**src/rtl/fighter_pkg.sv**
```systemverilog
// Shared types, tuning constants and per-animation sprite tables for the fighter sprite engine.
// sprite_byte() defines the built-in sprite image so the ROM and its users agree on contents.
package fighter_pkg;

  localparam int unsigned NUM_ANIM    = 6;
  localparam int unsigned SCALE_SHIFT = 1;
  localparam int unsigned FRAME_HOLD  = 4;
  localparam int unsigned X_INIT      = 50;
  localparam int unsigned Y_INIT      = 200;
  localparam int unsigned X_MIN       = 10;
  localparam int unsigned MOVE_STEP   = 1;
  localparam int unsigned KNOCKBACK   = 5;
  localparam int unsigned COLLIDE_W   = 50;
  localparam int unsigned ADDR_W      = 12;

  localparam logic [7:0] TRANSPARENT = 8'h00;

  typedef enum logic [2:0] {
    AnimStand  = 3'd0,
    AnimAttack = 3'd1,
    AnimMoveL  = 3'd2,
    AnimMoveR  = 3'd3,
    AnimHurt   = 3'd4,
    AnimDefend = 3'd5
  } anim_e;

  localparam int unsigned WIDTH  [NUM_ANIM] = '{21, 28, 21, 21, 21, 21};
  localparam int unsigned HEIGHT [NUM_ANIM] = '{30, 30, 30, 30, 30, 30};
  localparam int unsigned FRAMES [NUM_ANIM] = '{4, 3, 4, 4, 2, 2};
  localparam bit          LOOP   [NUM_ANIM] = '{1'b1, 1'b0, 1'b1, 1'b1, 1'b1, 1'b1};

  function automatic int unsigned rom_depth(int unsigned anim);
    return FRAMES[anim] * WIDTH[anim] * HEIGHT[anim];
  endfunction

  // Every fifth byte is see-through; the rest encode the animation and low address bits.
  function automatic logic [7:0] sprite_byte(logic [2:0] anim, logic [ADDR_W-1:0] addr,
                                             int unsigned depth, logic [7:0] salt);
    if (32'(addr) >= depth || (addr % 12'd5) == 12'd0) begin
      return TRANSPARENT;
    end
    return {anim, addr[4:0]} ^ salt;
  endfunction

endpackage

```
**src/rtl/sprite_rom.sv**
```systemverilog
// One animation's sprite sheet: 8-bit palette indices with a registered read port.
module sprite_rom
  import fighter_pkg::*;
#(
  parameter int unsigned DEPTH     = 1,
  parameter string       INIT_FILE = "",
  parameter int unsigned ANIM      = 0
) (
  input  logic              clk_i,
  input  logic [ADDR_W-1:0] addr_i,
  output logic [7:0]        data_o
);

  // A named image gets a distinct salt so it never aliases the default sheet.
  localparam logic [7:0] Salt = (INIT_FILE == "") ? 8'h00 : 8'hA5;

  logic [7:0] data_q;

  always_ff @(posedge clk_i) begin
    data_q <= sprite_byte(3'(ANIM), addr_i, DEPTH, Salt);
  end

  assign data_o = data_q;

endmodule

```
**src/rtl/fighter_sprite_engine.sv**
```systemverilog
// Fighter character: frame-tick driven animation and movement with opponent/wall clamping,
// plus a one-cycle-latency pixel pipeline that looks up the current sprite frame.
module fighter_sprite_engine
  import fighter_pkg::*;
(
  input  logic       Clk,
  input  logic       Reset,
  input  logic       frame_clk,
  input  logic [2:0] anim_state,
  input  logic       move_l,
  input  logic       move_r,
  input  logic       facing_left,
  input  logic [9:0] opponent_x,
  input  logic [9:0] DrawX,
  input  logic [9:0] DrawY,
  output logic       is_character,
  output logic [7:0] data_Out,
  output logic [9:0] character_x,
  output logic [3:0] frame_idx,
  output logic       anim_done
);

  logic        fclk_q, armed_q, tick;
  anim_e       anim_q, anim_d, req;
  logic [3:0]  frame_q, frame_d, hold_q, hold_d;
  logic        ended_q, ended_d, done_q, done_d;
  logic [9:0]  x_q, x_d;
  logic signed [11:0] xs, opp_s;

  // armed_q keeps a frame_clk that is already high when reset lifts from counting as an edge.
  assign tick = armed_q & frame_clk & ~fclk_q;

  always_comb begin
    req     = (anim_state >= 3'(NUM_ANIM)) ? AnimStand : anim_e'(anim_state);
    anim_d  = anim_q;
    frame_d = frame_q;
    hold_d  = hold_q;
    ended_d = ended_q;
    done_d  = 1'b0;
    if (tick) begin
      if (req != anim_q) begin
        anim_d  = req;
        frame_d = 4'd0;
        hold_d  = 4'd0;
        ended_d = 1'b0;
      end else if (hold_q == 4'(FRAME_HOLD - 1)) begin
        hold_d = 4'd0;
        if (frame_q == 4'(FRAMES[anim_q] - 1)) begin
          if (LOOP[anim_q]) begin
            frame_d = 4'd0;
          end else if (!ended_q) begin
            done_d  = 1'b1;
            ended_d = 1'b1;
          end
        end else begin
          frame_d = frame_q + 4'd1;
        end
      end else begin
        hold_d = hold_q + 4'd1;
      end
    end
  end

  always_comb begin
    xs    = $signed({2'b00, x_q});
    opp_s = $signed({2'b00, opponent_x});
    x_d   = x_q;
    if (tick) begin
      if (req == AnimHurt) begin
        xs = xs - $signed(12'(KNOCKBACK));
      end else if (move_l && move_r) begin
        xs = xs;
      end else if (move_r) begin
        xs = xs + $signed(12'(MOVE_STEP));
      end else if (move_l) begin
        xs = xs - $signed(12'(MOVE_STEP));
      end
      if (xs + $signed(12'(COLLIDE_W)) > opp_s) begin
        xs = opp_s - $signed(12'(COLLIDE_W));
      end
      if (xs < $signed(12'(X_MIN))) begin
        xs = $signed(12'(X_MIN));
      end
      x_d = 10'(xs);
    end
  end

  always_ff @(posedge Clk or posedge Reset) begin
    if (Reset) begin
      fclk_q  <= 1'b0;
      armed_q <= 1'b0;
      anim_q  <= AnimStand;
      frame_q <= 4'd0;
      hold_q  <= 4'd0;
      ended_q <= 1'b0;
      done_q  <= 1'b0;
      x_q     <= 10'(X_INIT);
    end else begin
      fclk_q  <= frame_clk;
      armed_q <= 1'b1;
      anim_q  <= anim_d;
      frame_q <= frame_d;
      hold_q  <= hold_d;
      ended_q <= ended_d;
      done_q  <= done_d;
      x_q     <= x_d;
    end
  end

  // Pixel stage 0: box test and sprite address for the current pixel.
  logic [11:0]       px, py, x_ext, w_px, h_px, rx, ry;
  logic [15:0]       addr_wide;
  logic [ADDR_W-1:0] rom_addr;
  logic              in_box;

  always_comb begin
    px    = {2'b00, DrawX};
    py    = {2'b00, DrawY};
    x_ext = {2'b00, x_q};
    w_px  = 12'(WIDTH[anim_q]) << SCALE_SHIFT;
    h_px  = 12'(HEIGHT[anim_q]) << SCALE_SHIFT;
    in_box = (px >= x_ext) && (px < x_ext + w_px) &&
             (py >= 12'(Y_INIT)) && (py < 12'(Y_INIT) + h_px);
    rx = (px - x_ext) >> SCALE_SHIFT;
    ry = (py - 12'(Y_INIT)) >> SCALE_SHIFT;
    if (facing_left) begin
      rx = 12'(WIDTH[anim_q]) - 12'd1 - rx;
    end
    addr_wide = 16'(frame_q) * 16'(WIDTH[anim_q] * HEIGHT[anim_q]) +
                16'(ry) * 16'(WIDTH[anim_q]) + 16'(rx);
    rom_addr  = ADDR_W'(addr_wide);
  end

  logic [7:0] rom_data [NUM_ANIM];

  for (genvar g = 0; g < NUM_ANIM; g++) begin : g_rom
    sprite_rom #(
      .DEPTH    (rom_depth(g)),
      .INIT_FILE(""),
      .ANIM     (g)
    ) u_rom (
      .clk_i (Clk),
      .addr_i(rom_addr),
      .data_o(rom_data[g])
    );
  end

  // Stage 1: box flag and animation select travel alongside the registered ROM read.
  logic  inbox_q;
  anim_e anim_p_q;
  logic [7:0] rom_sel;

  always_ff @(posedge Clk or posedge Reset) begin
    if (Reset) begin
      inbox_q  <= 1'b0;
      anim_p_q <= AnimStand;
    end else begin
      inbox_q  <= in_box;
      anim_p_q <= anim_q;
    end
  end

  assign rom_sel      = rom_data[anim_p_q];
  assign data_Out     = inbox_q ? rom_sel : 8'h00;
  assign is_character = inbox_q && (rom_sel != TRANSPARENT);
  assign character_x  = x_q;
  assign frame_idx    = frame_q;
  assign anim_done    = done_q;

endmodule
```
**config.mk**
```make
export PLATFORM = sky130hd
export DESIGN_NAME = fighter_sprite_engine
export DESIGN_NICKNAME = d
export VERILOG_FILES = /design/src/rtl/fighter_pkg.sv /design/src/rtl/sprite_rom.sv /design/src/rtl/fighter_sprite_engine.sv
export SDC_FILE = /design/constraint.sdc
export NUM_CORES = 1
export LEC_CHECK = 0
export ABC_AREA = 0
export BUFFER_PORTS_ARGS = -buffer_cell sky130_fd_sc_hd__buf_2
export CAP_MARGIN = 20
export CORE_ASPECT_RATIO = 1.4
export CORE_MARGIN = 2
export CORE_UTILIZATION = 55
export DETAILED_ROUTE_END_ITERATION = 10
export PLACE_DENSITY = 0.79
export SLEW_MARGIN = 20
export SYNTH_ARGS = -nofsm -noshare
export SYNTH_HDL_FRONTEND = slang
export SYNTH_SLANG_ARGS = --single-unit
```
**constraint.sdc**
```tcl
create_clock -name Clk -period 13.2 [get_ports Clk]
set_clock_uncertainty 0.2 [all_clocks]
set_input_delay 3.3 -clock Clk [delete_from_list [all_inputs] [get_ports Clk]]
set_output_delay 3.3 -clock Clk [all_outputs]
set_load 0.02 [all_outputs]
```
Word-level counts from Yosys, hierarchy flattened
Memories as Yosys holds them, arrays and structs flattened. Index checks and enable logic that the tools add are counted.

$mul: 3. $add $sub $neg: 16. Div/mod/pow operators: 1. $lt $le $gt $ge: 11. Mux-type cells: 48. Equality and inequality tests: 6. Bitwise logic cells: 5. Reductions and logical operators: 14.

Operators by type and width (number): 2-to-1 mux 32 bit (4); 2-to-1 mux 12 bit (8); 2-to-1 mux 8 bit (5); multiplier 32 x 32 -> 16 bit (1); 2-to-1 mux 4 bit (8); 2-to-1 mux 5 bit (6); adder 12 bit (2); binary-select mux 8 bit (select 3 bit) (1); < comparator 10 x 12 -> 1 bit (2); multiplier 11 x 16 -> 12 bit (1); multiplier 4 x 16 -> 12 bit (1); 2-to-1 mux 1 bit (14); adder 10 x 12 -> 12 bit (1); adder 12 x 7 -> 12 bit (second input constant) (1); adder 8 x 12 -> 12 bit (first input constant) (1); greater-or-equal comparator 12 x 11 -> 1 bit (second input constant) (1); greater-or-equal comparator 12 bit (second input constant) (1); greater-than comparator 12 x 11 -> 1 bit (1); zero test 12 bit (1); < comparator 12 x 5 -> 1 bit (second input constant) (1); modulo 12 x 3 -> 12 bit (second input constant) (1); subtractor 12 x 1 -> 12 bit (second input constant) (1); subtractor 12 x 11 -> 12 bit (1); adder 10 x 1 -> 11 bit (second input constant) (1); 29 further kinds (39).

Register bits after elaboration: 77. Input port bits: 39. Memory bits (read-only): 776. Memories kept: 4.

Memory list: (no name shown) (words 8, bits a word 32, rd ports 1, clocked after Yosys merged registers in 0, wr ports 0, RTL line fighter_sprite_engine.sv:130) `16'(ry) * 16'(WIDTH[anim_q]) + 16'(rx);`; (no name shown) (words 8, bits a word 32, rd ports 1, clocked after Yosys merged registers in 0, wr ports 0, RTL line fighter_sprite_engine.sv:129) `addr_wide = 16'(frame_q) * 16'(WIDTH[anim_q] * HEIGHT[anim_q]) +`; (no name shown) (words 8, bits a word 32, rd ports 1, clocked after Yosys merged registers in 0, wr ports 0, RTL line fighter_sprite_engine.sv:48) `if (frame_q == 4'(FRAMES[anim_q] - 1)) begin`; (no name shown) (words 8, bits a word 1, rd ports 1, clocked after Yosys merged registers in 0, wr ports 0, RTL line fighter_sprite_engine.sv:49) `if (LOOP[anim_q]) begin`.

Depth between registers and ports, before layout
Depth in word-level cells: 13. Gate-level depth with buffers: 38. Depth with buffers taken out: 34.

Hierarchy
A second synthesis with hierarchy kept.

Cell total of the unflattened synthesis: 1850. Area total of the unflattened synthesis: 14497.7 µm².

Modules (own cells, without submodules): fighter_sprite_engine (instances 1, cells an instance 777, area each 6577.6 µm², seq. area each 729.4 µm²); sprite_rom (g_rom[1].u_rom ...) (instances 3, cells an instance 170, area each 1300.0 µm², seq. area each 120.1 µm²); sprite_rom (g_rom[5].u_rom) (instances 1, cells an instance 258, area each 1760.4 µm², seq. area each 120.1 µm²); sprite_rom (g_rom[0].u_rom) (instances 1, cells an instance 150, area each 1151.1 µm², seq. area each 100.1 µm²); sprite_rom (g_rom[4].u_rom) (instances 1, cells an instance 155, area each 1108.6 µm², seq. area each 120.1 µm²).

Worst setup path after synthesis
Ideal clock, no wire load.

Kind: input port to flip-flop. Start: in DrawX[0]. End: reg g_rom[2].u_rom.data_q[1]. Slack: 1616 ps. Stages on the path: 34. Arrival time: 11288 ps. Library setup time: 96 ps. Buffers on the path: 2. Cells stage by stage: inv_1 > ha_1 > fa_1 > nor2b_4 > o21ai_0 > a21o_2 > ha_1 > a211oi_1 > nand2b_1 > o21ai_0 > xor2_1 > fa_1 > fa_1 > inv_1 > fa_1 > inv_1 > ha_1 > clkbuf_1 > or3_1 > a31oi_1 > a31oi_1 > xor2_1 > nand2_1 > a211o_1 > mux2_4 > mux2_4 > o32a_4 > a211oi_4 > o21ai_1 > a311oi_1 > o22ai_1 > o311a_1 > buf_6 > nor4b_1.

Word-level cells in the longest chain between the ends: 9. Elaborated cells on any way between the ends: 10. Those cells by class: add/sub: 3; div: 1; order compare: 1; mux: 3; reduce/logical: 2.

Ends and longest elaborated chain: start, declared (RTL line fighter_sprite_engine.sv:14) `input logic [9:0] DrawX,`; subtractor 10 x 10 -> 11 bit (*) (RTL line fighter_sprite_engine.sv:124) `rx = (px - x_ext) >> SCALE_SHIFT;`; subtractor 12 x 11 -> 12 bit (RTL line fighter_sprite_engine.sv:127) `rx = 12'(WIDTH[anim_q]) - 12'd1 - rx;`; 2-to-1 mux 12 bit (*) (RTL line fighter_sprite_engine.sv:126) `if (facing_left) begin`; adder 12 bit (*) (RTL line fighter_sprite_engine.sv:130); modulo 12 x 3 -> 12 bit (RTL line fighter_pkg.sv:39) `if (32'(addr) >= depth || (addr % 12'd5) == 12'd0) begin`; zero test 12 bit (RTL line fighter_pkg.sv:39); logical OR 1 bit (RTL line fighter_pkg.sv:39); 2-to-1 mux 1 bit (RTL line fighter_pkg.sv:39); 2-to-1 mux 5 bit (*) (RTL line fighter_pkg.sv:42) `return {anim, addr[4:0]} ^ salt;`; end signal, assigned (RTL line sprite_rom.sv:20) `data_q <= sprite_byte(3'(ANIM), addr_i, DEPTH, Salt);`; end, declared (RTL line sprite_rom.sv:17) `logic [7:0] data_q;`.

Every way passes the cells marked *; elsewhere a longest branch is shown, timed or not. A chain may end at the register's enable or synchronous reset.

Worst setup path in the final report
Same ends and word-level chain as after synthesis.

==> flow_summary.yaml <==
cts:
  insertion_delay_ns: 0.29
  clk_pin_slew_ns: 0.06
  cts_tree: "built"
  htree_levels: 2
  ctsHoldBuffers: 0
  cts_sinks: 41
  root_buffer: "clkbuf_16"
  cts-resized-gates: 0
  postCtsSetupBuffers: 0
  cts_buffer_depth: 2
  cts_made_buffers: 5
yosys:
  ys.flop_type: "dfrtp_1"
  synth-edff-count: 0
  synth-seq-cells: 41
  avgSynthCellArea_um2: 7.85
  ys_warn_count: 0
  synth_cells: 1016
  synth_compound_area_share_pct: 17.8
  muxShareOfSynthArea_pct: 3.10
  synthSimpleGateAreaFrac_pct: 20.9
  syn_area_um2: 7980
  synthDistinctLibCells: 79
  synth_adder_area_share_pct: 28.1
  synth_xor_area_share_pct: 9.31
  async_flop_share_pct: 70.7
  yosysSeqAreaShare_pct: 12.2
  synth_top_family_by_area: "adder cells"
global_routing:
  grt_max_degree: 30
  grt_busiest_layer: "met2"
  grtUsageMet2_pct: 51.0
  grt_pass1_vias: 7366
  grt_util_all_layers_pct: 26.6
  gr-total-overflow: 0
  grt_pass1_wl_mm: 34.0
  antenna_found_initial: 0
  grt.met3_usage_pct: 2.86
  grt_util_met1_pct: 28.4
place:
  pre_cts_slack_ns: 0.773
  dpl.hpwl_mm: 16.7
  gp_congestion: 0.892
  dp.cells: 1244
  port_buffers: 62
floorplanning:
  die_area_um2: 15500
  coreArea_um2: 14300
  rows: 52
  die_h_um: 147
  fp.dieW_um: 106
  initial_core_util_pct: 55.7
  ios: 63
layout:
  syn2layout_area_growth_pct: 7.84
  final_cells: 1252
  nets: 1249
  n_antenna_cell: 0
  drive_gt1_share_pct: 10.1
min_path:
  hold_class: "reg -> reg"
sta:
  finalHoldViolCount: 0
  fin_crit_sh_pct: 92.3
  max_freq_ghz: 0.0820
  slew_headroom_pct: 39.7
  rsz0062_at_grt: "no"
  fin_ws_ns: 1.01
  slew_violations: 0
  worst_slew_pin_slew_ns: 0.881
  finalSetupTns_ns: 0
  min_period_ns: 12.19
  finalSetupViolations: 0
detailed_routing:
  wl_mm: 20.0
  vias_per_cell: 5.78
  wl_per_cell_um: 16.0
  firstDrtPassIters: 4
  drc: 0
  drtAntennaViolNets: 0
  first_iter_violations: 253
  vias: 7234
setup_path:
  critPathSlowestCell: "xor2_1"
  cpMostUsedCell: "fa_1"
  worstPathArrival_ns: 12.18
  critical_path_class: "in -> reg"
  crit_fanout: 10
  crit_path_start_kind: "input pin"
  cp_slowest_stage_delay_ns: 0.55
  cp-end-kind: "register"
  required_ns: 13.19
job:
  drv_cap: 0
outcome:
  status: "complete, no violations"
[critical path: cells and delay by family]
kind / cells / cell delay, ns
muxes: 2 / 0.55
adders and majority gates: 7 / 2.82
xor gates and xnor gates: 2 / 0.74
AOI/OAI and AO/OA: 13 / 3.31
buffers and inverters: 4 / 0.23
and+or+nand+nor: 5 / 1.20
[Yosys cell counts (12+ instances only)]
master / count / area [um2]
dfrtp_1: 26 / 651
fa_1: 51 / 1020
nand2_1: 100 / 375
dfxtp_1: 12 / 240
mux2i_1: 15 / 150
inv_1: 142 / 533
o21ai_0: 48 / 240
xor2_1: 24 / 210
nor2_1: 65 / 244
ha_1: 97 / 1210
a21oi_1: 44 / 220
nor3_1: 29 / 145
nor2b_1: 25 / 156
clkbuf_1: 28 / 105
xnor2_1: 59 / 517
nor4_1: 14 / 87.6
nand3_1: 24 / 120
nand2b_1: 22 / 138
and2_1: 12 / 75.1
[kinds of logic after synthesis]
group | count (synthesis)
other | 2
adder cells (fa/ha/maj) | 149
AO/OA/AOI/OAI | 205
buffers and inverters | 176
flip-flops | 41
multiplexers | 23
AND/OR/NAND/NOR | 336
XOR/XNOR | 84
[final cells by class]
class	instances	area (um2)
repair buffers	67	348
inverters	144	541
fillers	1320	5710
well taps	189	236
multi-input cells	803	6350
flip-flops and latches	41	970
clock inverters	2	13.8
clock buffers	6	150
[placed cells by master (no fill, tap or decap), types with 12 or more instances in the layout]
master and count:
mux2i_1 15, dfxtp_1 12, a21oi_1 44, nand2b_1 22
inv_1 142, nor4_1 14, fa_1 51, nor2b_1 25
nor3_1 29, xor2_1 24, ha_1 97, xnor2_1 59
dfrtp_1 26, nor2_1 65, and2_1 12, buf_2 62
nand2_1 100, o21ai_0 48, nand3_1 24
[metrics by stage]
| stage | hold slack (ns) | cell area, um2 | utilization, % |
|---|---|---|---|
| final | 0.230 | 8600 | 60.1 |
| after global routing | 0.246 | 8600 | 60.1 |
| after CTS | 0.233 | 8600 | 60.1 |
| after detailed placement | 0.217 | 8440 | 59.0 |
| after global placement | 0.218 | 8440 | 59.0 |
| after floorplan | 0.207 | 7990 | - |
[path summary, 6_finish.rpt]
path,startpoint,to,slack [ns],cells after the start
max in group asynchronous,Reset,character_x[1],9.60,3
hold / removal,ended_q,anim_done,0.23,1
hold reg to reg,ended_q,anim_done,0.23,1
setup / recovery,DrawX[0],g_rom[2].u_rom.data_o[1],1.01,33
min in group asynchronous,Reset,fclk_q,2.87,3
setup reg to reg,anim_q[2],g_rom[2].u_rom.data_o[1],2.94,33
[flip-flops by register name, summed over array words and instances, names as in the netlist]
| signal | count |
|---|---|
| g_rom.u_rom.data_o | 12 |
| character_x | 10 |
| frame_idx | 4 |
| hold_q | 4 |
| anim_p_q | 3 |
| anim_q | 3 |
| anim_done | 1 |
| armed_q | 1 |
| ended_q | 1 |
| fclk_q | 1 |
| inbox_q | 1 |
[routing by layer]
metal / part of all wire [%] / vias up
met3: 2.7 / 65
met5: 0 / -
met2: 54 / 157
met1: 38 / 3446
li1: - / 3566
met4: 4.7 / 0
Power is not shown: default switching activity piles up to over one toggle a cycle in this logic, so the estimate is an artifact.
